===== config.mk =====
export PLATFORM = sky130hd
export DESIGN_NAME = integration_controller
export DESIGN_NICKNAME = d
export VERILOG_FILES = /design/src/rtl/integration_controller_pkg.sv /design/src/rtl/integration_controller_weight_select.sv /design/src/rtl/integration_controller.sv
export SDC_FILE = /design/constraint.sdc
export NUM_CORES = 2
export LEC_CHECK = 0
export ABC_AREA = 1
export CORE_AREA = 2 2 244 246
export CTS_CLUSTER_DIAMETER = 200
export DETAILED_ROUTE_END_ITERATION = 12
export DIE_AREA = 0 0 246 248
export HOLD_SLACK_MARGIN = 0.06
export PLACE_DENSITY = 0.83
export SYNTH_ARGS = -nofsm -noshare
export SYNTH_HDL_FRONTEND = slang
export SYNTH_SLANG_ARGS = --single-unit

===== constraint.sdc =====
create_clock -name clk -period 50 [get_ports clk]
set_input_delay 10 -clock clk [delete_from_list [all_inputs] [get_ports clk]]
set_output_delay 10 -clock clk [all_outputs]
set_load 0.02 [all_outputs]

===== src/rtl/integration_controller_pkg.sv =====
// Shared FSM state encoding and index-width helper for the neuron integration controller.
// A width of at least one bit is kept even for single-entry tables.
package integration_controller_pkg;

    typedef enum logic [1:0] {
        S_IDLE  = 2'd0,
        S_READ  = 2'd1,
        S_INTEG = 2'd2,
        S_EMIT  = 2'd3
    } state_e;

    function automatic int idx_w(input int n);
        return (n > 1) ? $clog2(n) : 1;
    endfunction

endpackage


===== src/rtl/integration_controller_weight_select.sv =====
// Picks the weight for one axon from the row's weight table by axon type.
// Combinational; the weight is forced to zero unless spike and synapse are both set.
module integration_controller_weight_select
    import integration_controller_pkg::*;
#(
    parameter int NUM_WEIGHTS  = 4,
    parameter int WEIGHT_WIDTH = 9
) (
    input  logic [idx_w(NUM_WEIGHTS)-1:0]        type_idx_i,
    input  logic                                 spike_i,
    input  logic                                 synapse_i,
    input  logic [NUM_WEIGHTS*WEIGHT_WIDTH-1:0]  weights_i,
    output logic [WEIGHT_WIDTH-1:0]              weight_o,
    output logic                                 hit_o
);

    localparam int TYPE_W = idx_w(NUM_WEIGHTS);

    logic [WEIGHT_WIDTH-1:0] sel;

    always_comb begin
        sel = '0;
        for (int i = 0; i < NUM_WEIGHTS; i++) begin
            if (type_idx_i == TYPE_W'(i)) begin
                sel = weights_i[i*WEIGHT_WIDTH +: WEIGHT_WIDTH];
            end
        end
    end

    assign hit_o    = spike_i & synapse_i;
    assign weight_o = hit_o ? sel : '0;

endmodule


===== src/rtl/integration_controller.sv =====
// Sequences one timestep: per neuron, read its row, stream every axon into the integrator, emit the result.
// Row memory is synchronous, so the first integrate cycle uses the live row and captures it for the rest.
module integration_controller
    import integration_controller_pkg::*;
#(
    parameter int NUM_AXONS       = 256,
    parameter int NUM_NEURONS     = 256,
    parameter int NUM_WEIGHTS     = 4,
    parameter int WEIGHT_WIDTH    = 9,
    parameter int POTENTIAL_WIDTH = 9
) (
    input  logic                                 clk,
    input  logic                                 rst,
    input  logic                                 tick,
    input  logic [NUM_AXONS-1:0]                 axon_spikes,
    output logic [idx_w(NUM_NEURONS)-1:0]        csram_addr,
    output logic                                 csram_rd_en,
    input  logic [NUM_AXONS-1:0]                 csram_synapses,
    input  logic [NUM_WEIGHTS*WEIGHT_WIDTH-1:0]  csram_weights,
    input  logic [POTENTIAL_WIDTH-1:0]           csram_potential,
    output logic [idx_w(NUM_AXONS)-1:0]          axon_type_addr,
    input  logic [idx_w(NUM_WEIGHTS)-1:0]        axon_type,
    output logic                                 next_neuron,
    output logic                                 integrator_reg_en,
    output logic [WEIGHT_WIDTH-1:0]              weight,
    output logic [POTENTIAL_WIDTH-1:0]           current_potential,
    input  logic [POTENTIAL_WIDTH-1:0]           integrator_potential,
    output logic                                 neuron_done,
    output logic [idx_w(NUM_NEURONS)-1:0]        neuron_index,
    output logic [POTENTIAL_WIDTH-1:0]           neuron_potential,
    output logic                                 busy,
    output logic                                 step_done,
    output logic                                 overrun
);

    localparam int AXON_W = idx_w(NUM_AXONS);
    localparam int NEUR_W = idx_w(NUM_NEURONS);
    localparam logic [AXON_W-1:0] AXON_LAST = AXON_W'(NUM_AXONS - 1);
    localparam logic [NEUR_W-1:0] NEUR_LAST = NEUR_W'(NUM_NEURONS - 1);

    state_e                              state_q;
    logic [AXON_W-1:0]                   axon_q;
    logic [NEUR_W-1:0]                   neuron_q;
    logic [NUM_AXONS-1:0]                spikes_q;
    logic [NUM_AXONS-1:0]                syn_q;
    logic [NUM_WEIGHTS*WEIGHT_WIDTH-1:0] wts_q;
    logic [POTENTIAL_WIDTH-1:0]          pot_q;
    logic                                rd_en_q;
    logic                                done_q;
    logic                                step_done_q;
    logic                                busy_q;

    logic                                integ;
    logic                                first;
    logic                                hit;
    logic [NUM_AXONS-1:0]                syn_cur;
    logic [NUM_WEIGHTS*WEIGHT_WIDTH-1:0] wts_cur;
    logic [WEIGHT_WIDTH-1:0]             w_sel;

    assign integ   = (state_q == S_INTEG);
    assign first   = integ && (axon_q == '0);
    assign syn_cur = first ? csram_synapses : syn_q;
    assign wts_cur = first ? csram_weights  : wts_q;

    integration_controller_weight_select #(
        .NUM_WEIGHTS  (NUM_WEIGHTS),
        .WEIGHT_WIDTH (WEIGHT_WIDTH)
    ) u_weight_select (
        .type_idx_i (axon_type),
        .spike_i    (spikes_q[axon_q]),
        .synapse_i  (syn_cur[axon_q]),
        .weights_i  (wts_cur),
        .weight_o   (w_sel),
        .hit_o      (hit)
    );

    always_ff @(posedge clk or posedge rst) begin
        if (rst) begin
            state_q     <= S_IDLE;
            axon_q      <= '0;
            neuron_q    <= '0;
            spikes_q    <= '0;
            syn_q       <= '0;
            wts_q       <= '0;
            pot_q       <= '0;
            rd_en_q     <= 1'b0;
            done_q      <= 1'b0;
            step_done_q <= 1'b0;
            busy_q      <= 1'b0;
        end else begin
            rd_en_q     <= 1'b0;
            done_q      <= 1'b0;
            step_done_q <= 1'b0;
            case (state_q)
                S_IDLE: begin
                    if (tick) begin
                        spikes_q <= axon_spikes;
                        neuron_q <= '0;
                        rd_en_q  <= 1'b1;
                        busy_q   <= 1'b1;
                        state_q  <= S_READ;
                    end
                end
                S_READ: begin
                    axon_q  <= '0;
                    state_q <= S_INTEG;
                end
                S_INTEG: begin
                    if (axon_q == '0) begin
                        syn_q <= csram_synapses;
                        wts_q <= csram_weights;
                        pot_q <= csram_potential;
                    end
                    if (axon_q == AXON_LAST) begin
                        done_q      <= 1'b1;
                        step_done_q <= (neuron_q == NEUR_LAST);
                        state_q     <= S_EMIT;
                    end else begin
                        axon_q <= axon_q + 1'b1;
                    end
                end
                S_EMIT: begin
                    if (neuron_q == NEUR_LAST) begin
                        busy_q  <= 1'b0;
                        state_q <= S_IDLE;
                    end else begin
                        neuron_q <= neuron_q + 1'b1;
                        rd_en_q  <= 1'b1;
                        state_q  <= S_READ;
                    end
                end
                default: state_q <= S_IDLE;
            endcase
        end
    end

    // Axon 0 always loads so the integrator starts from the stored potential.
    assign csram_rd_en       = rd_en_q;
    assign csram_addr        = rd_en_q ? neuron_q : '0;
    assign axon_type_addr    = integ ? axon_q : '0;
    assign next_neuron       = first;
    assign integrator_reg_en = first | (integ & hit);
    assign weight            = integ ? w_sel : '0;
    assign current_potential = integ ? (first ? csram_potential : pot_q) : '0;
    assign neuron_done       = done_q;
    assign neuron_index      = done_q ? neuron_q : '0;
    assign neuron_potential  = done_q ? integrator_potential : '0;
    assign busy              = busy_q;
    assign step_done         = step_done_q;
    assign overrun           = tick & busy_q;

endmodule

==> results_dict.tcl <==
set metrics [dict create \
    grt_remaining_overflow 0 \
    ios 629 \
    rsz0062_at_grt "no" \
    drt_iter0_markers 2742 \
    irDropWorstVdd_uv 37.0 \
    core_mm2 0.0585 \
    grt_use_met1_pct 38.2 \
    syn_area_mm2 0.0282 \
    cts_sinks 579 \
    grt_pass1_vias 24700 \
    fin_cells 4697 \
    grtUsageMet3_pct 6.04 \
    hpwl_mm 60.6 \
    period_share_pct 45.5 \
    worstPathCellList "clkdlybuf4s50_1 -> nand3_1 -> nand3_1 -> nand2_1 -> nor2_1 -> nand2_1 -> nand3_1 -> nand3_1 -> nand3_1 -> nand2_1 -> nand2_1 -> nand2_1 -> nor2_4 -> nand2_4 -> nor2_2 -> clkdlybuf4s50_1" \
    htree_levels 2 \
    design.die.area_mm2 0.0610 \
    drc 0 \
    synth_top_area_share_pct 51.4 \
    start_kind "primary input" \
    clockBufferDepth 3 \
    track_usage_pct 29.8 \
    gr-max-usage-layer "met2" \
    synth-seq-area-share_pct 51.4 \
    die_w_um 246 \
    drive_gt1_share_pct 9.89 \
    cp_max_fo 10 \
    ys_top_cells_by_area "dfrtp_1, nand2_1, mux2_2, nand3_1, inv_1" \
    p_per_area_mw_per_mm2 58.3 \
    via_count 25300 \
    critPathRequiredTime_ns 40.00 \
    clk_latency_ns 0.62 \
    min_period_ns 22.75 \
    die_h_um 248 \
    slew_violations 0 \
    relSlewSlack_pct 26.5 \
    postRouteAntennaNets 0 \
    fin_skew_ns 0.0101 \
    fillCellCount 4735 \
    place_inst 4563 \
    synth_cells 3345 \
    place_congestion 0.899 \
    antenna_found_initial 29 \
    tightest_slew_ns 1.10 \
    grt_pass1_wl_mm 140 \
    yosysWarnings 0 \
    synth_cell_types 50 \
    async_flop_share_pct 100 \
    cts_tree "yes" \
    start_util_pct 48.2 \
    ys.flop_type "dfrtp_1" \
    dp_slack_ns 27.31 \
    power_leakage_nw 17.6 \
    status "finished clean" \
    drt-wirelength-per-cell_um 19.9 \
    cp_slowest_stage_delay_ns 0.62 \
    worstPathArrival_ns 12.75 \
    clock-root-buffer "clkbuf_16" \
    synth_enable_flop_cells 0 \
    grt_max_degree 210 \
    clk_pin_slew_ns 0.06 \
    met2_usage_pct 47.7 \
    synth_nets 3924 \
    cp_slowest_cell "clkdlybuf4s50_1" \
    end_kind "output port" \
    yosysTopAreaCell "dfrtp_1" \
    ys_ff_latch 579 \
    critPathKind "in2out" \
    hold_violations 0 \
    fp-row-count 89 \
    holdWs_ns 0.467 \
    synth.avg_cell_area_um2 8.42 \
    yosysMostFrequentCell "nand2_1" \
    area_growth_pct 30.1 \
    hp-class "reg2reg" \
    cts_resized 0 \
    max_freq_ghz 0.0440 \
    drt-pass1-iter-count 6 \
    cts_made_buffers 60 \
    postRouteWirelength_mm 93.3 \
    power_mw 2.14 \
    cts_setup_buffers 0 \
    setup_slack_ns 27.25 \
    viasPerCell 5.38 \
    drv_cap 0 \
    nNetsFinal 4431 \
    tns_ns 0 \
    cts_hold_buffers 0 \
    final-setup-viol-count 0 \
    io_buffers 628 \
    synthTopCellsByCount "nand2_1, dfrtp_1, nand3_1" \
]
==> power by group <==
part           internal, mW  leakage [nW]  switching, mW
logic                 0.345          9.78          0.550
registers             0.695          6.85         0.0891
clock network         0.267          1.01          0.193
total                  1.31          17.6          0.832
==> worst max-delay path, delay by kind of cell <==
kind,cells,cell delay (ns)
buf+inv,2,1.07
simple gates,14,1.67
==> final timing paths <==
| check | startpoint | end | slack, ns | cells past startpoint |
|---|---|---|---|---|
| worst max-delay path | csram_synapses[195] | weight[4] | 27.25 | 16 |
| worst min-delay path | syn_q[187] | syn_q[187] | 0.47 | 2 |
| worst max register to register | axon_q[0] | wts_q[25] | 44.08 | 12 |
| worst min register to register | syn_q[187] | syn_q[187] | 0.47 | 2 |
| max in group asynchronous | rst | wts_q[22] | 35.89 | 6 |
| min in group asynchronous | rst | spikes_q[41] | 9.96 | 2 |
==> cell families (layout without fill, tap and decap cells) <==
| group | count (synthesis) | count (layout) | share of synthesized area [%] |
|---|---|---|---|
| XOR/XNOR | 3 | 3 | 0.0933 |
| other | 0 | 21 | 0 |
| buffers and inverters | 474 | 1032 | 7.55 |
| flip-flops | 579 | 579 | 51.4 |
| AO/OA/AOI/OAI | 294 | 294 | 6.12 |
| multiplexers | 187 | 187 | 7.47 |
| AND/OR/NAND/NOR | 1800 | 1800 | 27.0 |
| adder cells (fa/ha/maj) | 8 | 8 | 0.355 |
==> per-layer routing <==
| metal | wire [µm] | share of wire (%) |
|---|---|---|
| met5 | 86 | 0.092 |
| met4 | 4860 | 5.2 |
| met1 | 36800 | 39 |
| met2 | 44000 | 47 |
| met3 | 7560 | 8.1 |
==> area by class of cell <==
cell class / instances / area (µm²) / area share [%]
Timing Repair Buffer: 653 / 6510 / 17.8
Inverter: 266 / 1030 / 2.81
Antenna cell: 21 / 52.6 / 0.143
Tap cell: 773 / 967 / 2.64
Sequential cell: 579 / 14500 / 39.5
Clock inverter: 27 / 262 / 0.713
Multi-Input combinational cell: 2292 / 11600 / 31.6
Clock buffer: 86 / 1770 / 4.83
==> cells in the final DEF, fill, tap and decap left out, types with 4 or more instances in the layout <==
cell type,n
ha_1,8
or2_2,29
nand3_1,333
bufinv_16,4
clkinv_2,17
a21oi_1,104
diode_2,21
inv_6,6
dfrtp_1,576
o211ai_1,32
nor2_1,198
nand2_1,1133
buf_4,22
and2_1,28
nor2_2,9
clkbuf_16,61
clkbuf_1,10
clkbuf_8,15
mux2_2,187
o22ai_1,11
clkdlybuf4s50_1,628
o21ai_0,73
nand3b_1,38
o21ai_2,5
nand2_4,5
a211oi_1,4
inv_1,254
nor3_1,9
a31oi_1,5
o2111ai_1,20
o21ai_1,25
a22o_1,5
nand4_1,5
==> per-stage QoR <==
stage / instance area, µm² / utilization [%]
global route: 36700 / 62.7
global placement: 34600 / 59.2
detailed placement: 34600 / 59.2
CTS: 36600 / 62.6
floorplan: 28200 / -
finish: 36700 / 62.7
==> sequential cells by signal (all words and copies together), names as in the netlist <==
signal / count
axon_q: 8
busy: 1
pot_q: 9
syn_q: 256
step_done: 1
neuron_done: 1
wts_q: 36
csram_rd_en: 1
state_q: 2
neuron_q: 8
spikes_q: 256
Note: power is estimated with default switching activity, not from simulation.
